<file path="src/rtl/rv32_pkg.sv">
// Shared constants for the RV32I decode stage: ALU op encoding, operand selects,
// opcode/funct3 values and the decoded-field bundle held in the output register.
package rv32_pkg;

  typedef enum logic [3:0] {
    ALU_ADD_SUB = 4'd0,
    ALU_SLL     = 4'd1,
    ALU_SLT     = 4'd2,
    ALU_SLTU    = 4'd3,
    ALU_XOR     = 4'd4,
    ALU_SRL_SRA = 4'd5,
    ALU_OR      = 4'd6,
    ALU_AND     = 4'd7,
    ALU_SRC1P4  = 4'd8,
    ALU_SRC2    = 4'd9
  } alu_op_e;

  localparam logic SRC1_RS1 = 1'b0;
  localparam logic SRC1_PC  = 1'b1;
  localparam logic SRC2_RS2 = 1'b0;
  localparam logic SRC2_IMM = 1'b1;

  localparam logic [6:0] OPC_LUI    = 7'b0110111;
  localparam logic [6:0] OPC_AUIPC  = 7'b0010111;
  localparam logic [6:0] OPC_JAL    = 7'b1101111;
  localparam logic [6:0] OPC_JALR   = 7'b1100111;
  localparam logic [6:0] OPC_BRANCH = 7'b1100011;
  localparam logic [6:0] OPC_LOAD   = 7'b0000011;
  localparam logic [6:0] OPC_STORE  = 7'b0100011;
  localparam logic [6:0] OPC_OP_IMM = 7'b0010011;
  localparam logic [6:0] OPC_OP     = 7'b0110011;

  localparam logic [2:0] F3_ADD_SUB = 3'b000;
  localparam logic [2:0] F3_SLL     = 3'b001;
  localparam logic [2:0] F3_SRL_SRA = 3'b101;
  localparam logic [2:0] F3_JALR    = 3'b000;

  localparam logic [2:0] F3_BEQ  = 3'b000;
  localparam logic [2:0] F3_BNE  = 3'b001;
  localparam logic [2:0] F3_BLT  = 3'b100;
  localparam logic [2:0] F3_BGE  = 3'b101;
  localparam logic [2:0] F3_BLTU = 3'b110;
  localparam logic [2:0] F3_BGEU = 3'b111;

  localparam logic [2:0] F3_LB  = 3'b000;
  localparam logic [2:0] F3_LH  = 3'b001;
  localparam logic [2:0] F3_LW  = 3'b010;
  localparam logic [2:0] F3_LBU = 3'b100;
  localparam logic [2:0] F3_LHU = 3'b101;

  localparam logic [2:0] F3_SB = 3'b000;
  localparam logic [2:0] F3_SH = 3'b001;
  localparam logic [2:0] F3_SW = 3'b010;

  typedef struct packed {
    logic [4:0]  rs1;
    logic [4:0]  rs2;
    logic [4:0]  rd;
    logic        rd_write;
    alu_op_e     alu_op;
    logic        sub_sra;
    logic        src1;
    logic        src2;
    logic [31:0] imm;
    logic        mem_load;
    logic        mem_store;
    logic        branch;
    logic        jump;
  } dec_t;

  // The arithmetic funct3 field is the low three bits of the ALU op encoding.
  function automatic alu_op_e funct3_op(input logic [2:0] f3);
    return alu_op_e'({1'b0, f3});
  endfunction

endpackage

</file>
<file path="src/rtl/rv32_decode_if.sv">
// Fetch-side and execute-side handshake/data bundle of the decode stage.
// illegal_out exists only when RV32_DECODE_ILLEGAL_EN is defined.
interface rv32_decode_if;
  logic        in_valid;
  logic        in_ready;
  logic [31:0] instr_in;
  logic [31:0] pc_in;
  logic        flush_in;
  logic        out_valid;
  logic        out_ready;
  logic [31:0] pc_out;
  logic [4:0]  rs1_out;
  logic [4:0]  rs2_out;
  logic [4:0]  rd_out;
  logic        rd_write_out;
  logic [3:0]  alu_op_out;
  logic        alu_sub_sra_out;
  logic        alu_src1_out;
  logic        alu_src2_out;
  logic [31:0] imm_out;
  logic        mem_load_out;
  logic        mem_store_out;
  logic        branch_out;
  logic        jump_out;
`ifdef RV32_DECODE_ILLEGAL_EN
  logic        illegal_out;
`endif

  modport master (
    output in_valid, instr_in, pc_in, flush_in, out_ready,
    input  in_ready, out_valid, pc_out, rs1_out, rs2_out, rd_out, rd_write_out,
           alu_op_out, alu_sub_sra_out, alu_src1_out, alu_src2_out, imm_out,
           mem_load_out, mem_store_out, branch_out, jump_out
`ifdef RV32_DECODE_ILLEGAL_EN
    , input illegal_out
`endif
  );

  modport slave (
    input  in_valid, instr_in, pc_in, flush_in, out_ready,
    output in_ready, out_valid, pc_out, rs1_out, rs2_out, rd_out, rd_write_out,
           alu_op_out, alu_sub_sra_out, alu_src1_out, alu_src2_out, imm_out,
           mem_load_out, mem_store_out, branch_out, jump_out
`ifdef RV32_DECODE_ILLEGAL_EN
    , output illegal_out
`endif
  );
endinterface

</file>
<file path="src/rtl/rv32_imm_gen.sv">
// Combinational RV32I immediate extraction; the format is chosen from the opcode.
// Formats without an immediate (OP, unknown) yield zero.
module rv32_imm_gen
  import rv32_pkg::*;
(
  input  logic [31:0] instr,
  output logic [31:0] imm
);

  always_comb begin
    imm = '0;
    case (instr[6:0])
      OPC_OP_IMM, OPC_LOAD, OPC_JALR:
        imm = {{20{instr[31]}}, instr[31:20]};
      OPC_STORE:
        imm = {{20{instr[31]}}, instr[31:25], instr[11:7]};
      OPC_BRANCH:
        imm = {{19{instr[31]}}, instr[31], instr[7], instr[30:25], instr[11:8], 1'b0};
      OPC_LUI, OPC_AUIPC:
        imm = {instr[31:12], 12'b0};
      OPC_JAL:
        imm = {{11{instr[31]}}, instr[31], instr[19:12], instr[20], instr[30:21], 1'b0};
      default:
        imm = '0;
    endcase
  end

endmodule

</file>
<file path="src/rtl/rv32_decode.sv">
// Registered RV32I decode stage with a single valid/ready output slot and flush.
// Optional illegal-instruction flag under RV32_DECODE_ILLEGAL_EN.
module rv32_decode
  import rv32_pkg::*;
#(
  parameter logic [31:0] RESET_PC = 32'h0000_0000
) (
  input  logic          clk,
  input  logic          reset_n,
  rv32_decode_if.slave  bus
);

  logic [31:0] instr;
  logic [6:0]  opcode;
  logic [2:0]  funct3;
  logic [6:0]  funct7;
  logic [4:0]  rs1_f;
  logic [4:0]  rs2_f;
  logic [4:0]  rd_f;
  logic [31:0] imm;
  logic        bad;
  dec_t        dec;
  dec_t        q;
  logic        valid_q;
  logic [31:0] pc_q;
  logic        in_ready;
`ifdef RV32_DECODE_ILLEGAL_EN
  logic        illegal_q;
`endif

  assign instr  = bus.instr_in;
  assign opcode = instr[6:0];
  assign funct3 = instr[14:12];
  assign funct7 = instr[31:25];
  assign rs1_f  = instr[19:15];
  assign rs2_f  = instr[24:20];
  assign rd_f   = instr[11:7];

  rv32_imm_gen u_imm_gen (
    .instr (instr),
    .imm   (imm)
  );

  always_comb begin
    dec        = '0;
    dec.alu_op = ALU_ADD_SUB;
    bad        = 1'b0;
    case (opcode)
      OPC_LUI: begin
        dec.rd       = rd_f;
        dec.rd_write = |rd_f;
        dec.alu_op   = ALU_SRC2;
        dec.src2     = SRC2_IMM;
        dec.imm      = imm;
      end
      OPC_AUIPC: begin
        dec.rd       = rd_f;
        dec.rd_write = |rd_f;
        dec.src1     = SRC1_PC;
        dec.src2     = SRC2_IMM;
        dec.imm      = imm;
      end
      OPC_JAL: begin
        dec.rd       = rd_f;
        dec.rd_write = |rd_f;
        dec.alu_op   = ALU_SRC1P4;
        dec.src1     = SRC1_PC;
        dec.jump     = 1'b1;
        dec.imm      = imm;
      end
      OPC_JALR: begin
        dec.rs1      = rs1_f;
        dec.rd       = rd_f;
        dec.rd_write = |rd_f;
        dec.alu_op   = ALU_SRC1P4;
        dec.src1     = SRC1_PC;
        dec.jump     = 1'b1;
        dec.imm      = imm;
        bad          = (funct3 != F3_JALR);
      end
      OPC_BRANCH: begin
        dec.rs1    = rs1_f;
        dec.rs2    = rs2_f;
        dec.branch = 1'b1;
        dec.imm    = imm;
        case (funct3)
          F3_BEQ, F3_BNE: begin
            dec.alu_op  = ALU_ADD_SUB;
            dec.sub_sra = 1'b1;
          end
          F3_BLT, F3_BGE:   dec.alu_op = ALU_SLT;
          F3_BLTU, F3_BGEU: dec.alu_op = ALU_SLTU;
          default:          bad = 1'b1;
        endcase
      end
      OPC_LOAD: begin
        dec.rs1      = rs1_f;
        dec.rd       = rd_f;
        dec.rd_write = |rd_f;
        dec.src2     = SRC2_IMM;
        dec.mem_load = 1'b1;
        dec.imm      = imm;
        case (funct3)
          F3_LB, F3_LH, F3_LW, F3_LBU, F3_LHU: bad = 1'b0;
          default:                             bad = 1'b1;
        endcase
      end
      OPC_STORE: begin
        dec.rs1       = rs1_f;
        dec.rs2       = rs2_f;
        dec.src2      = SRC2_IMM;
        dec.mem_store = 1'b1;
        dec.imm       = imm;
        case (funct3)
          F3_SB, F3_SH, F3_SW: bad = 1'b0;
          default:             bad = 1'b1;
        endcase
      end
      OPC_OP_IMM: begin
        dec.rs1      = rs1_f;
        dec.rd       = rd_f;
        dec.rd_write = |rd_f;
        dec.alu_op   = funct3_op(funct3);
        dec.src2     = SRC2_IMM;
        dec.imm      = imm;
        // Only the shift forms reuse the upper immediate bits as funct7.
        if (funct3 == F3_SLL) begin
          bad = (funct7 != 7'h00);
        end else if (funct3 == F3_SRL_SRA) begin
          bad         = (funct7 != 7'h00) && (funct7 != 7'h20);
          dec.sub_sra = instr[30];
        end
      end
      OPC_OP: begin
        dec.rs1      = rs1_f;
        dec.rs2      = rs2_f;
        dec.rd       = rd_f;
        dec.rd_write = |rd_f;
        dec.alu_op   = funct3_op(funct3);
        dec.src2     = SRC2_RS2;
        if (funct7 == 7'h20 && (funct3 == F3_ADD_SUB || funct3 == F3_SRL_SRA)) begin
          dec.sub_sra = 1'b1;
        end else if (funct7 != 7'h00) begin
          bad = 1'b1;
        end
      end
      default: bad = 1'b1;
    endcase
    // Anything undecodable becomes ADDI x0,x0,0 so later stages see a harmless bubble.
    if (bad) begin
      dec      = '0;
      dec.src1 = SRC1_RS1;
      dec.src2 = SRC2_IMM;
    end
  end

  assign in_ready = !valid_q || bus.out_ready;

  always_ff @(posedge clk or negedge reset_n) begin
    if (!reset_n) begin
      valid_q   <= 1'b0;
      pc_q      <= RESET_PC;
      q         <= '0;
`ifdef RV32_DECODE_ILLEGAL_EN
      illegal_q <= 1'b0;
`endif
    end else if (bus.flush_in) begin
      valid_q <= 1'b0;
    end else if (in_ready) begin
      valid_q <= bus.in_valid;
      if (bus.in_valid) begin
        q         <= dec;
        pc_q      <= bus.pc_in;
`ifdef RV32_DECODE_ILLEGAL_EN
        illegal_q <= bad;
`endif
      end
    end
  end

  assign bus.in_ready        = in_ready;
  assign bus.out_valid       = valid_q;
  assign bus.pc_out          = pc_q;
  assign bus.rs1_out         = q.rs1;
  assign bus.rs2_out         = q.rs2;
  assign bus.rd_out          = q.rd;
  assign bus.rd_write_out    = q.rd_write;
  assign bus.alu_op_out      = q.alu_op;
  assign bus.alu_sub_sra_out = q.sub_sra;
  assign bus.alu_src1_out    = q.src1;
  assign bus.alu_src2_out    = q.src2;
  assign bus.imm_out         = q.imm;
  assign bus.mem_load_out    = q.mem_load;
  assign bus.mem_store_out   = q.mem_store;
  assign bus.branch_out      = q.branch;
  assign bus.jump_out        = q.jump;
`ifdef RV32_DECODE_ILLEGAL_EN
  assign bus.illegal_out     = illegal_q;
`endif

endmodule
</file>
<file path="src/flat_wrapper.sv">
// flat-port wrapper written by rule: the top's interface ports become plain ports
module rv32_decode_flat import rv32_pkg::*;
#(
  parameter logic [31:0] RESET_PC = 32'h0000_0000
)
  (clk, reset_n, bus_in_valid, bus_instr_in, bus_pc_in, bus_flush_in, bus_out_ready, bus_in_ready, bus_out_valid, bus_pc_out, bus_rs1_out, bus_rs2_out, bus_rd_out, bus_rd_write_out, bus_alu_op_out, bus_alu_sub_sra_out, bus_alu_src1_out, bus_alu_src2_out, bus_imm_out, bus_mem_load_out, bus_mem_store_out, bus_branch_out, bus_jump_out);
  rv32_decode_if bus_i ();
  input  logic clk;
  input  logic reset_n;
  input wire logic [$bits(bus_i.in_valid)-1:0] bus_in_valid;
  input wire logic [$bits(bus_i.instr_in)-1:0] bus_instr_in;
  input wire logic [$bits(bus_i.pc_in)-1:0] bus_pc_in;
  input wire logic [$bits(bus_i.flush_in)-1:0] bus_flush_in;
  input wire logic [$bits(bus_i.out_ready)-1:0] bus_out_ready;
  output wire logic [$bits(bus_i.in_ready)-1:0] bus_in_ready;
  output wire logic [$bits(bus_i.out_valid)-1:0] bus_out_valid;
  output wire logic [$bits(bus_i.pc_out)-1:0] bus_pc_out;
  output wire logic [$bits(bus_i.rs1_out)-1:0] bus_rs1_out;
  output wire logic [$bits(bus_i.rs2_out)-1:0] bus_rs2_out;
  output wire logic [$bits(bus_i.rd_out)-1:0] bus_rd_out;
  output wire logic [$bits(bus_i.rd_write_out)-1:0] bus_rd_write_out;
  output wire logic [$bits(bus_i.alu_op_out)-1:0] bus_alu_op_out;
  output wire logic [$bits(bus_i.alu_sub_sra_out)-1:0] bus_alu_sub_sra_out;
  output wire logic [$bits(bus_i.alu_src1_out)-1:0] bus_alu_src1_out;
  output wire logic [$bits(bus_i.alu_src2_out)-1:0] bus_alu_src2_out;
  output wire logic [$bits(bus_i.imm_out)-1:0] bus_imm_out;
  output wire logic [$bits(bus_i.mem_load_out)-1:0] bus_mem_load_out;
  output wire logic [$bits(bus_i.mem_store_out)-1:0] bus_mem_store_out;
  output wire logic [$bits(bus_i.branch_out)-1:0] bus_branch_out;
  output wire logic [$bits(bus_i.jump_out)-1:0] bus_jump_out;
  assign bus_i.in_valid = bus_in_valid;
  assign bus_i.instr_in = bus_instr_in;
  assign bus_i.pc_in = bus_pc_in;
  assign bus_i.flush_in = bus_flush_in;
  assign bus_i.out_ready = bus_out_ready;
  assign bus_in_ready = bus_i.in_ready;
  assign bus_out_valid = bus_i.out_valid;
  assign bus_pc_out = bus_i.pc_out;
  assign bus_rs1_out = bus_i.rs1_out;
  assign bus_rs2_out = bus_i.rs2_out;
  assign bus_rd_out = bus_i.rd_out;
  assign bus_rd_write_out = bus_i.rd_write_out;
  assign bus_alu_op_out = bus_i.alu_op_out;
  assign bus_alu_sub_sra_out = bus_i.alu_sub_sra_out;
  assign bus_alu_src1_out = bus_i.alu_src1_out;
  assign bus_alu_src2_out = bus_i.alu_src2_out;
  assign bus_imm_out = bus_i.imm_out;
  assign bus_mem_load_out = bus_i.mem_load_out;
  assign bus_mem_store_out = bus_i.mem_store_out;
  assign bus_branch_out = bus_i.branch_out;
  assign bus_jump_out = bus_i.jump_out;
  rv32_decode #(.RESET_PC(RESET_PC)) u_core (.clk(clk), .reset_n(reset_n), .bus(bus_i));
endmodule
</file>
<file path="config.mk">
export PLATFORM = sky130hd
export DESIGN_NAME = rv32_decode_flat
export DESIGN_NICKNAME = d
export VERILOG_FILES = /design/src/rtl/rv32_pkg.sv /design/src/rtl/rv32_decode_if.sv /design/src/rtl/rv32_imm_gen.sv /design/src/rtl/rv32_decode.sv /design/src/flat_wrapper.sv
export SDC_FILE = /design/constraint.sdc
export NUM_CORES = 1
export LEC_CHECK = 0
export ABC_CLOCK_PERIOD_IN_PS = 2200
export BUFFER_PORTS_ARGS = -buffer_cell sky130_fd_sc_hd__buf_2
export CAP_MARGIN = 20
export CORE_UTILIZATION = 45
export DETAILED_ROUTE_END_ITERATION = 10
export GPL_TIMING_DRIVEN = 0
export HOLD_SLACK_MARGIN = 0.02
export PLACE_DENSITY_LB_ADDON = 0.3
export SYNTH_ARGS = -nofsm -noshare
export SYNTH_HDL_FRONTEND = slang
export SYNTH_SLANG_ARGS = --single-unit
</file>
<file path="constraint.sdc">
create_clock -name clk -period 2.2 [get_ports clk]
set_input_delay 0.11 -clock clk [delete_from_list [all_inputs] [get_ports clk]]
set_output_delay 0.11 -clock clk [all_outputs]
set_load 0.05 [all_outputs]
</file>
== After elaboration in Yosys (flattened, before gate mapping) ==
Cells that the tools add are included.

* Equal/unequal tests: 17
* Reduce and logical (&&, ||, !) cells: 28
* Muxes and demuxes: 29
* Bitwise gates (word level): 1

{| class="wikitable"
|+ Operators by type and width
! cell !! count
|-
| one-hot mux 32 bit (5 select lines) || 1
|-
| two-way mux 59 bit || 1
|-
| two-way mux 32 bit || 1
|-
| == test 7 x 6 -> 1 bit, second input constant || 4
|-
| == test 7 bit, second input constant || 3
|-
| two-way mux 1 bit || 19
|-
| one-hot mux 4 bit (4 select lines) || 1
|-
| OR reduction 3 bit || 5
|-
| OR reduction 5 bit || 3
|-
| == test 7 x 5 -> 1 bit, second input constant || 2
|-
| == test 3 bit, second input constant || 4
|-
| OR reduction 2 bit || 6
|-
| OR reduction 6 bit || 2
|-
| two-way mux 5 bit || 2
|-
| OR reduction 8 bit || 1
|-
| == test 7 x 2 -> 1 bit, second input constant || 1
|-
| != test 7 x 6 -> 1 bit, second input constant || 1
|-
| one-hot mux 1 bit (7 select lines) || 1
|-
| nonzero test 7 bit || 1
|-
| OR reduction 7 bit || 1
|-
| two-way mux 6 bit || 1
|-
| one-hot mux 2 bit (2 select lines) || 1
|-
| == test 3 x 1 -> 1 bit, second input constant || 1
|-
| == test 3 x 2 -> 1 bit, second input constant || 1
|-
| 9 further kinds || 11
|}

* Output and inout port bits: 93
* Flip-flop bits (word level): 92

== Longest topological paths before layout ==
* Depth after elaboration: 6
* Gate-level depth with buffers: 8
* Depth with buffers taken out: 5

== By module ==
Synthesis repeated with hierarchy kept, for this count alone.

* Cell total of the unflattened synthesis: 453
* Area total of the unflattened synthesis: 4730.8 um2

{| class="wikitable"
|+ By module, submodules not included
! module !! cells each !! area an instance (um2) !! sequential area each (um2) !! times used
|-
| rv32_decode || 374 || 4184.0 || 2302.2 || 1
|-
| rv32_imm_gen || 79 || 546.8 || 0.0 || 1
|}

== Worst setup path after synthesis ==
OpenSTA, ideal clock, no wires.

* Path kind: flip-flop to flip-flop
* Start: register u_core.valid_q (netlist: u_core.bus.out_valid)
* End: register u_core.q, in the netlist u_core.bus.alu_src2_out
* Path buffers: 0
* Setup time: 0.126 ns
* Period minus slack after synthesis: 2.437 ns
* Stages on the path, launching flop included: 6
* Arrival: 2.311 ns
* Slack: -0.237 ns
* Cells stage by stage: dfrtp_1 > nand2b_1 > nand3b_1 > a21o_1 > or4_4 > o32a_1

* Word-level cells in the longest chain between the ends: 3

{| class="wikitable"
|+ Ends and longest elaborated chain
! element !! line !! RTL
|-
| start, declared || rv32_decode.sv:24 || <nowiki>logic valid_q;</nowiki>
|-
| start signal, assigned || rv32_decode.sv:170 || <nowiki>valid_q <= bus.in_valid;</nowiki>
|-
| zero test 1 bit || rv32_decode.sv:157 || <nowiki>assign in_ready = !valid_q || bus.out_ready;</nowiki>
|-
| logical OR 1 bit || rv32_decode.sv:157 ||
|-
| named net bus_in_ready || flat_wrapper.sv:15 || <nowiki>output wire logic [$bits(bus_i.in_ready)-1:0] bus_in_ready;</nowiki>
|-
| AND reduction 3 bit (no source line) || - ||
|-
| end signal, assigned || rv32_decode.sv:163 || <nowiki>q <= '0;</nowiki>
|-
| end signal, assigned || rv32_decode.sv:172 || <nowiki>q <= dec;</nowiki>
|-
| end, declared || rv32_decode.sv:23 || <nowiki>dec_t q;</nowiki>
|}

The timed path passes the listed nets, and every way through them passes these cells.
A chain may end at the register's enable or synchronous reset.

== Worst setup path in the final report ==
* Start: register u_core.valid_q (netlist: u_core.bus.out_valid)
* End: register u_core.pc_q[28] (netlist: u_core.bus.pc_out[28])

* Word-level cells in the longest chain between the ends: 3

{| class="wikitable"
|+ Ends and longest elaborated chain
! element !! line !! RTL
|-
| zero test 1 bit || rv32_decode.sv:157 ||
|-
| logical OR 1 bit || rv32_decode.sv:157 ||
|-
| AND reduction 3 bit (no source line) || - ||
|-
| end signal, assigned || rv32_decode.sv:173 || <nowiki>pc_q <= bus.pc_in;</nowiki>
|-
| end, declared || rv32_decode.sv:25 || <nowiki>logic [31:0] pc_q;</nowiki>
|}

Every way passes these cells.

==> out/summary.txt <==
unrepaired setup endpoints after global routing -> no
I/O Pins -> 162
Seq cells post-synth -> 92
PwrDens -> 665 nW/um^2
crit start category -> register
Via density -> 5.47
normalized max-slew margin -> 0.393
most frequent cells in the layout -> 169 x buf_2, 117 x nand2_1, 92 x dfrtp_1
Setup Skew -> 0.00669 ns
Num CTS Buffers -> 9
setup violators final -> 0
DRT iter0 DRCs -> 199
WP data required -> 2.46 ns
Clock Sinks -> 92
average footprint of a synthesized cell -> 10.1 um^2
share of post-route cells with drive strength above 1 -> 0.323
Mapped Area -> 4110 um^2
clock latency on the worst-skew pair -> 0.36 ns
Synth warnings -> 0
MaxCap Viol Count -> 0
first-pass iteration count of the detailed router -> 5
CTS tree -> done
die height -> 97.6 um
Final period util -> 0.853
via count -> 3999
design area -> 5650 um^2
initial antenna violation count -> 0
DRC errors left -> 0
Clock Tree Root -> clkbuf_8
final hold vios -> 0
fill cell count -> 728
Slowest-stage cell, CP -> clkbuf_1
CP arrival -> 2.13 ns
worst path cell trace -> nand2b_4 -> nand3b_1 -> clkbuf_1 -> inv_1 -> clkbuf_1 -> nand2_1 -> nand2_1
crit path kind -> reg -> reg
Seq/Total Area, Yosys -> 0.560
Yosys cell types -> 48
Detail Route Antenna Nets -> 0
setup TNS -> 0 ns
DPL Wire Length -> 9090 um
CORE AREA -> 8760 um^2
Overflow after GRT -> 0
Slew Viols, Final -> 0
Final WS setup -> 0.324 ns
area grow syn2layout -> 37.4%
placer congestion estimate -> 0.915
htree depth -> 3
Resized cells post-CTS -> 0
Post-CTS Hold Fix Bufs -> 36
post-synth top area share -> 0.560
post-CTS setup buffer count -> 0
Layout Nets -> 687
leading area contributor after synthesis -> dfrtp_1
first-pass GRT wire length -> 20600 um
All-Layer GR Usage -> 0.272
die area -> 9520 um^2
leak pwr -> 3.16 nW
FMAX -> 533 MHz
commonest non-fill, non-tap cell in the layout -> buf_2
total power -> 0.00375 W
vias in the first global route -> 4027
Worst setup EP type -> register
dpl cell area -> 5090 um^2
shortest period the worst path allows -> 1.88 ns
internal reg-to-reg setup slack -> 0.32 ns
Crit Path Max Fanout -> 10
routed len/inst -> 17.3 um
Starting Density -> 0.469
worst slew pin tran -> 0.902 ns
syn nets -> 476
clock slew at reported path FFs -> 0.10 ns
Core Rows -> 34
largest net degree at the start of global routing -> 51
antenna cells -> 0
PortBufs -> 161
top cells by area, synth -> dfrtp_1 56%, nand2_1 11%, a22o_1 6.8%
Gate Count Post-Synth -> 407
CP peak stage delay -> 0.44 ns
Die Wd -> 97.6 um
clk buf depth -> 2
status -> finished, final reports clean
Post-Place Worst Slack -> 0.0462 ns
final WL -> 12700 um
min-delay worst type -> in -> reg
Max IR drop VDD -> 0.288 mV
state kept, by name, indices dropped and copies added (netlist names), 4 cells and up:
| name | cells |
|---|---|
| u_core.bus.alu_op_out | 4 |
| u_core.bus.imm_out | 32 |
| u_core.bus.pc_out | 32 |
| u_core.bus.rd_out | 5 |
| u_core.bus.rs1_out | 5 |
| u_core.bus.rs2_out | 5 |
metal layers:
layer  share of wire  track usage
met2            0.49        0.468
met3           0.082       0.0662
met5               0            0
met1            0.41        0.352
met4           0.010       0.0498
power by group:
part,leakage (nW),switching [W],internal [W]
combinational,1.84,0.000613,0.000237
sequential,1.23,0.0000508,0.00178
clock,0.0893,0.000624,0.000450
total,3.16,0.00129,0.00247
Yosys cell counts (all sizes together):
cell	n
a21oi	7
a21boi	1
inv	5
mux2	1
o21ai	18
or4	2
and3	1
or3	1
dfrtp	92
xor2	1
nand3	7
o22ai	1
a311oi	1
buf	13
clkbuf	16
o32a	2
nand2	117
a32o	19
a211o	1
and3b	1
or2	2
o31ai	4
o21bai	1
nand4	1
a211oi	2
a22o	32
a32oi	1
nor3	4
a31oi	3
nand3b	3
and2	2
nand2b	6
a21o	21
a221oi	1
nand4b	1
nor2b	1
nor2	11
nor4	4
cells by family after synthesis:
group / count (synthesis) / share of synthesized area
buffers and inverters: 34 / 0.0393
muxes: 1 / 0.00274
xor gates and xnor gates: 1 / 0.00213
AOI/OAI and AO/OA: 115 / 0.222
and+or+nand+nor: 164 / 0.174
DFF: 92 / 0.560
worst paths after layout:
check	from	endpoint	cells after the start
hold reg to reg	u_core.bus.pc_out[6]	u_core.bus.pc_out[6]	2
setup reg to reg	u_core.bus.out_valid	u_core.bus.pc_out[28]	7
setup / recovery	u_core.bus.out_valid	u_core.bus.pc_out[28]	7
hold / removal	bus_instr_in[17]	u_core.bus.rs1_out[2]	3
max in group asynchronous	reset_n	u_core.bus.pc_out[12]	3
min in group asynchronous	reset_n	u_core.bus.pc_out[15]	2
cell type report:
| class | instances | area [um^2] | share of cell area |
|---|---|---|---|
| Tap cell | 108 | 135 | 0.0239 |
| Clock inverter | 6 | 46.3 | 0.00819 |
| Buffer | 29 | 143 | 0.0252 |
| Timing Repair Buffer | 200 | 1210 | 0.214 |
| Multi-Input combinational cell | 281 | 1660 | 0.293 |
| Sequential cell | 92 | 2300 | 0.408 |
| Clock buffer | 10 | 138 | 0.0244 |
| Inverter | 5 | 18.8 | 0.00332 |
critical path: cells and delay by family, from the launching register on:
family / cells / cell delay (ns)
buffers and inverters: 3 / 1.02
AND/OR/NAND/NOR: 4 / 0.37
flip-flops: 1 / 0.39
per-stage QoR:
step | cells | util | hold slack, ns
2_1_floorplan | 407 | - | -0.186
3_3_place_gp | 676 | 0.577 | 0.268
3_5_place_dp | 677 | 0.581 | 0.146
4_1_cts | 729 | 0.643 | 0.0221
5_1_grt | 731 | 0.645 | 0.0261
6_report | 731 | 0.645 | 0.0301
(Power assumes the default switching activity.)
